File: src/rtl/if_fetch.sv
// ---------------------------------------------------------------------------
// if_fetch -- instruction-fetch stage of the 5-stage RV32I pipeline.
//
// Owns the PC and assembles each 32-bit instruction from four byte reads on
// the shared byte-wide memory port (little-endian, byte 0 at pc). The
// assembled {pc, inst} is presented to the IF/ID register until the decoder
// accepts it (stall_i low). A redirect from EX (branch_i) overrides
// everything except reset and discards any byte still in flight.
//
// Optional feature: define IF_ICACHE_EN to add a direct-mapped instruction
// cache of ICACHE_LINES entries. A hit skips the memory port entirely.
//
// Parameters:
//   RESET_PC      PC loaded on reset
//   ICACHE_LINES  cache entries (power of 2), only used with IF_ICACHE_EN
//
// Ports:
//   clk, rst          clock (rising edge), synchronous active-high reset
//   stall_i           downstream cannot accept the presented instruction
//   branch_i          one-cycle redirect request
//   branch_target_i   redirect PC, bits [1:0] ignored
//   mem_req_o         byte read request
//   mem_addr_o        byte address of the request
//   mem_gnt_i         request accepted this cycle
//   mem_data_i        read byte, valid the cycle after its grant
//   if_valid_o        if_pc_o/if_inst_o hold a valid instruction
//   if_pc_o           PC of the presented instruction
//   if_inst_o         presented instruction
// ---------------------------------------------------------------------------
module if_fetch #(
    parameter logic [31:0] RESET_PC     = 32'h0000_0000,
    parameter int          ICACHE_LINES = 16
) (
    input  logic        clk,
    input  logic        rst,
    input  logic        stall_i,
    input  logic        branch_i,
    input  logic [31:0] branch_target_i,
    output logic        mem_req_o,
    output logic [31:0] mem_addr_o,
    input  logic        mem_gnt_i,
    input  logic [7:0]  mem_data_i,
    output logic        if_valid_o,
    output logic [31:0] if_pc_o,
    output logic [31:0] if_inst_o
);

    localparam logic [31:0] NOP = 32'h0000_0013;

    typedef enum logic {
        FETCH = 1'b0,
        HOLD  = 1'b1
    } state_t;

    state_t      state;
    state_t      state_nxt;
    logic [31:0] pc;
    logic [2:0]  req_cnt;    // bytes granted for the current instruction (0..4)
    logic [1:0]  rsp_cnt;    // bytes captured so far (0..3)
    logic        rsp_pend;   // a granted byte arrives on mem_data_i this cycle
    logic [23:0] byte_buf;   // bytes 0..2 while waiting for byte 3
    logic        mem_fire;
    logic        last_byte;
    logic        cache_hit;

    assign mem_fire  = mem_req_o & mem_gnt_i;
    // Final byte lands this cycle; a simultaneous redirect drops it.
    assign last_byte = (state == FETCH) && rsp_pend && (rsp_cnt == 2'd3) && !branch_i;

`ifdef IF_ICACHE_EN
    localparam int IDX_W = $clog2(ICACHE_LINES);
    localparam int TAG_W = 30 - IDX_W;

    logic [ICACHE_LINES-1:0] c_valid;
    logic [TAG_W-1:0]        c_tag  [ICACHE_LINES];
    logic [31:0]             c_inst [ICACHE_LINES];
    logic [IDX_W-1:0]        c_idx;
    logic [TAG_W-1:0]        c_tag_pc;

    assign c_idx    = pc[2 +: IDX_W];
    assign c_tag_pc = pc[31 -: TAG_W];

    // Lookup only at the start of an instruction, before any byte is requested.
    assign cache_hit = (state == FETCH) && (req_cnt == 3'd0) && (rsp_cnt == 2'd0) &&
                       !rsp_pend && c_valid[c_idx] && (c_tag[c_idx] == c_tag_pc);

    always_ff @(posedge clk) begin
        if (rst) begin
            c_valid <= '0;
        end else if (last_byte) begin
            c_valid[c_idx] <= 1'b1;
        end
    end

    always_ff @(posedge clk) begin
        if (last_byte) begin
            c_tag[c_idx]  <= c_tag_pc;
            c_inst[c_idx] <= {mem_data_i, byte_buf};
        end
    end
`else
    // No cache storage; the comparison is constant false and keeps
    // ICACHE_LINES referenced in this build.
    assign cache_hit = (ICACHE_LINES < 0);
`endif

    always_comb begin
        state_nxt  = state;
        mem_req_o  = 1'b0;
        mem_addr_o = '0;
        if (branch_i) begin
            state_nxt = FETCH;
        end else if (state == FETCH) begin
            if (cache_hit || last_byte) begin
                state_nxt = HOLD;
            end else if (req_cnt < 3'd4) begin
                mem_req_o  = 1'b1;
                mem_addr_o = pc + {29'd0, req_cnt};
            end
        end else if (!stall_i) begin
            state_nxt = FETCH;
        end
        if (rst) begin
            mem_req_o  = 1'b0;
            mem_addr_o = '0;
        end
    end

    // Fetch control and presented instruction
    always_ff @(posedge clk) begin
        if (rst) begin
            state      <= FETCH;
            pc         <= RESET_PC;
            req_cnt    <= 3'd0;
            rsp_cnt    <= 2'd0;
            rsp_pend   <= 1'b0;
            if_valid_o <= 1'b0;
            if_pc_o    <= '0;
            if_inst_o  <= NOP;
        end else begin
            state    <= state_nxt;
            // No request is issued in a redirect cycle, so nothing granted
            // before the redirect can be mistaken for a new byte afterwards.
            rsp_pend <= mem_fire;
            if (branch_i) begin
                pc         <= branch_target_i & ~32'd3;
                req_cnt    <= 3'd0;
                rsp_cnt    <= 2'd0;
                if_valid_o <= 1'b0;
            end else if (state == FETCH) begin
                if (mem_fire) begin
                    req_cnt <= req_cnt + 3'd1;
                end
                if (rsp_pend) begin
                    rsp_cnt <= rsp_cnt + 2'd1;
                end
                if (last_byte) begin
                    if_valid_o <= 1'b1;
                    if_pc_o    <= pc;
                    if_inst_o  <= {mem_data_i, byte_buf};
                end
`ifdef IF_ICACHE_EN
                if (cache_hit) begin
                    if_valid_o <= 1'b1;
                    if_pc_o    <= pc;
                    if_inst_o  <= c_inst[c_idx];
                end
`endif
            end else if (!stall_i) begin
                pc         <= pc + 32'd4;
                req_cnt    <= 3'd0;
                rsp_cnt    <= 2'd0;
                if_valid_o <= 1'b0;
            end
        end
    end

    // Byte assembly for bytes 0..2; byte 3 goes straight to the output word
    always_ff @(posedge clk) begin
        if (rsp_pend && !branch_i) begin
            case (rsp_cnt)
                2'd0:    byte_buf[7:0]   <= mem_data_i;
                2'd1:    byte_buf[15:8]  <= mem_data_i;
                2'd2:    byte_buf[23:16] <= mem_data_i;
                default: ;
            endcase
        end
    end

endmodule

File: config.mk
export PLATFORM = sky130hd
export DESIGN_NAME = if_fetch
export DESIGN_NICKNAME = d
export VERILOG_FILES = /design/src/rtl/if_fetch.sv
export SDC_FILE = /design/constraint.sdc
export NUM_CORES = 1
export LEC_CHECK = 0
export BUFFER_PORTS_ARGS = -buffer_cell sky130_fd_sc_hd__buf_2
export CORE_MARGIN = 2
export CORE_UTILIZATION = 47
export DETAILED_ROUTE_END_ITERATION = 10
export MAX_ROUTING_LAYER = met4
export PLACE_DENSITY_LB_ADDON = 0.3
export SLEW_MARGIN = 20
export SYNTH_ARGS = -nofsm -noshare
export SYNTH_HDL_FRONTEND = slang
export SYNTH_SLANG_ARGS = --single-unit
File: constraint.sdc
create_clock -name clk -period 2 [get_ports clk]
set_clock_uncertainty 0.1 [all_clocks]
set_input_delay 0.2 -clock clk [delete_from_list [all_inputs] [get_ports clk]]
set_output_delay 0.2 -clock clk [all_outputs]
set_load 0.03 [all_outputs]
Word-level counts from Yosys, hierarchy flattened:

Cells that the tools add are included.

* register bits: 128
* bits of input ports: 45
* output and inout port bits: 98
* logic and storage cells: 71

* add/subtract/negate cells: 4
* order comparisons: 1
* eq/ne operators: 5
* muxes and demuxes: 25
* bitwise operators: 4
* reduce and logical (&&, ||, !) cells: 20

Operator list (count)
* $mux W32: 8
* $add A32 B3 Y32: 1
* $add A32 B3 Y32 const B: 1
* $reduce_and A2 Y1: 8
* $mux W1: 11
* $mux W3: 3
* $reduce_bool A2 Y1: 4
* $mux W2: 3
* $eq A2 B2 Y1 const B: 2
* $logic_and A1 B1 Y1: 4
* $add A3 B1 Y3 const B: 1
* $lt A3 B3 Y1 const B: 1
* $not A1 Y1: 3
* $reduce_and A3 Y1: 1
* $add A2 B1 Y2 const B: 1
* $eq A2 B1 Y1 const B: 1
* $logic_not A2 Y1: 1
* $ne A2 B1 Y1 const B: 1
* $ne A2 B2 Y1 const B: 1
* $reduce_or A2 Y1: 1
* $and A1 B1 Y1: 1
* $logic_not A1 Y1: 1

Longest topological paths before layout:

* depth after elaboration: 11
* depth in mapped cells: 7
* mapped depth without buffers: 6

Worst setup path before layout:

Ideal clock, no wire load.

* kind: register -> output
* from: register pc[5]
* to: output port mem_addr_o[24]
* arrival time: 1906 ps
* required time: 1700 ps
* path slack: -206 ps
* cell stages (with the launch flop): 6
* buffers on the path: 1
* path through: dfxtp_1 > nand4_2 > buf_4 > nor4_1 > nand3_1 > a21oi_1

* cells in the longest elaborated chain, start to end: 6

RTL lines
* from (decl): RTL line 57 `logic [31:0] pc;`
* from (signal assigned): RTL line 146 `pc <= branch_target_i & ~32'd3;`
* from (signal assigned): RTL line 170 `pc <= pc + 32'd4;`
* $add A32 B3 Y32: RTL line 118 `mem_addr_o = pc + {29'd0, req_cnt};`
* $mux W32: RTL line 116 `end else if (req_cnt < 3'd4) begin`
* $mux W32: RTL line 114 `if (cache_hit || last_byte) begin`
* $mux W32: RTL line 113 `end else if (state == FETCH) begin`
* $mux W32: RTL line 111 `if (branch_i) begin`
* $mux W32: RTL line 123 `if (rst) begin`
* to (decl): RTL line 40 `output logic [31:0] mem_addr_o,`

Every way passes these cells.

Worst setup path after layout:

* from: register pc[2]
* to: output port mem_addr_o[24]

Same word-level chain as after synthesis.

==> flow_summary.yaml <==
global_route:
  grt_pass1_vias: 5469
  grt_overflow: 0
  grt_pass1_wl_um: 26920
  antenna_found_initial: 0
  grt_usage_pct: 28.14
  grt_max_degree: 55
outcome:
  status: "complete, but fails checks"
  violations: "setup timing"
timing:
  fin_hold_ws_ns: 0.02375
  hold_viol_final: 0
  grt_setup_unrepaired: "yes"
  fin_crit_sh_pct: 108.4
  tightest_slew_ns: 0.5920
  setup_viol: 13
  fin_crit_ns: 2.169
  layout_setup_ws_ns: -0.1689
  worst_slew_margin_rel_pct: 60.53
  drv_slew: 0
  clock.fmax_mhz: 461.1
  fin_tns_setup_ns: -1.019
final_layout:
  antennaDiodeCount: 0
  synthToLayoutAreaGrowth_pct: 50.24
  layout_commonest_cell: "nand2_1"
  nets: 897
  final_cell_mix: "nand2_1, buf_2, dfxtp_1"
  utilization_pct: 71.50
  drive_above_1_share_pct: 37.60
die:
  start_util_pct: 47.59
  die_width_um: 110.8
  dieHeight_um: 110.8
  rows: 39
  die_area_um2: 12280
  core-area_um2: 11270
  io_pins: 143
setup_path:
  path_delay_family: "buffers and inverters"
  crit_arrival_ns: 1.87
  startpoint: "pc[2]"
  critPathBufInv: 3
  path_depth: 7
  worst-path-max-fanout: 6
  start_kind: "register"
  worstPathCellList: "buf_4, nand3_2, nor4_2, buf_4, nand3_2, a21oi_2, buf_6"
  path_class: "register to primary output"
  cp-endpoint: "mem_addr_o[24]"
  max_stage_delay_ns: 0.36
  rr_startpoint: "pc[17]"
  reg2reg_depth: 4
  slowest_stage: "dfxtp_2"
  worstReg2RegEnd: "pc[21]"
  required_ns: 1.70
  rrSetupSlack_ns: -0.07
  cp-end-kind: "primary output"
synthesis:
  ys_seq_elements: 124
  synth_warnings: 0
  synth_cell_types: 55
  synth_top_area_share_pct: 37.32
  synth-main-ff-cell: "dfxtp_1"
  synthTopCellsByArea: "dfxtp_1, edfxtp_1, nand2_1, a21oi_1, nor2_1"
  syn_inst: 631
  synth-seq-area-share_pct: 50.76
  ys_async_sr_fraction_pct: 0
  synth_area_um2: 5364
  syn_area_per_cell_um2: 8.501
  synth-edff-count: 24
  yosys.area.top_type: "dfxtp_1"
cts:
  clockRootBuffer: "clkbuf_16"
  clk_pin_slew_ns: 0.06
  clock_path_buffers: 2
  cts_buffers: 17
  clk_latency_ns: 0.41
  htree_num_levels: 4
  cts.sinks: 124
  cts_tree: "built"
route:
  drt_iter0_drc: 563
  wirelength_um: 17700
  ant_nets: 0
  drc: 0
  vias_per_cell: 5.687
  wl_per_cell_um: 17.66
  num_vias: 5698
  dr.pass1.iters: 7
worst_hold_path:
  min_path_cells: 3
  hp-class: "primary input to register"
placed_design:
  globalplace.congestion: 0.8843
  place_ws_ns: -0.08633
  portBuffers: 138
  place_hpwl_um: 10960
pwr:
  power.density_nw_per_um2: 746.4
  leakagePower_nw: 3.222
  peakVddDrop_v: 0.0008507
flow_run:
  cap_violations: 0
## state kept, by name (all words and copies together) (netlist names)
register and count:
byte_buf 24, if_inst_o 32, if_pc_o 30, if_valid_o 1, pc 30, req_cnt 3
rsp_cnt 2, rsp_pend 1, state 1
## cell families (layout without fill, tap and decap cells)
kind of cell	count (synthesis)	count (layout)	synth area share, %
and+or+nand+nor	305	306	26.90
muxes	2	2	0.3965
other	1	2	0.06991
xor gates and xnor gates	10	10	1.633
DFF	124	124	50.76
adders and majority gates	6	6	1.400
buffers and inverters	61	287	4.688
AOI/OAI and AO/OA	122	122	14.16
## what timing repair did
| action | in CTS | in global routing |
|---|---|---|
| endpoints found under the hold margin | 57 | 0 |
| pin swaps | 16 | 16 |
| gates resized for setup | 98 | 61 |
| buffers inserted | 14 | 6 |
| endpoints found under the setup margin | 40 | 49 |
| hold buffers | 34 | 0 |
| cloned | 0 | 2 |
## layout make-up
type	instances	area, µm²
multi-input combinational	448	2705
tap	143	178.9
clock buffer	21	440.4
timing repair buffer	243	1828
sequential	124	2759
clock inverter	11	97.59
fill	787	3213
inverter	12	50.05
## Yosys cell counts (7+ instances only)
library cell    n
nor3_1          7
a311oi_1       12
a21oi_1        70
nor2_1         48
xnor2_1         7
nand3_1        15
and2_1         23
nor4_1         11
inv_1          12
a211oi_1        9
or3_1           8
edfxtp_1       24
nand2_1       151
dfxtp_1       100
clkbuf_1       40
nand4_1         7
## where the power goes
part	leakage, nW	internal [mW]	switching [mW]
Combinational	1.93	0.259	0.300
Sequential	1.04	2.60	0.0571
Clock	0.253	1.70	1.10
## per-stage QoR
step / cell area (µm²) / power (mW) / std cells
after floorplan: 5383 / 2.911 / 632
after global placement: 6460 / 3.093 / 915
after detailed placement: 6460 / 3.100 / 915
after CTS: 7760 / 5.990 / 995
after global routing: 8059 / 6.221 / 1002
final: 8059 / 6.015 / 1002
## worst reg2reg max path: cells and delay by family, from the launching register on
family / cells / cell delay [ns]
AOI/OAI and AO/OA: 1 / 0.25
DFF: 1 / 0.35
and+or+nand+nor: 3 / 1.28
## how the worst min path moves through the flow
stage / start / endpoint / slack, ns
6_report: mem_gnt_i / req_cnt[2] / 0.02
2_1_floorplan: mem_data_i[0] / byte_buf[0] / 0.20
3_3_place_gp: if_inst_o[25] / if_inst_o[25] / 0.34
5_1_grt: mem_gnt_i / req_cnt[2] / 0.02
3_5_place_dp: if_pc_o[16] / if_pc_o[16] / 0.34
4_1_cts: mem_gnt_i / req_cnt[2] / 0.009
## per-layer routing
layer	global-route usage (%)	vias to the layer above	share of wire (%)
li1	-	2626	-
met1	32.92	2707	39
met2	46.50	308	50
met3	5.631	57	8.0
met4	13.67	0	2.9
met5	-	-	0
Note: power is estimated with default switching activity, not from simulation.
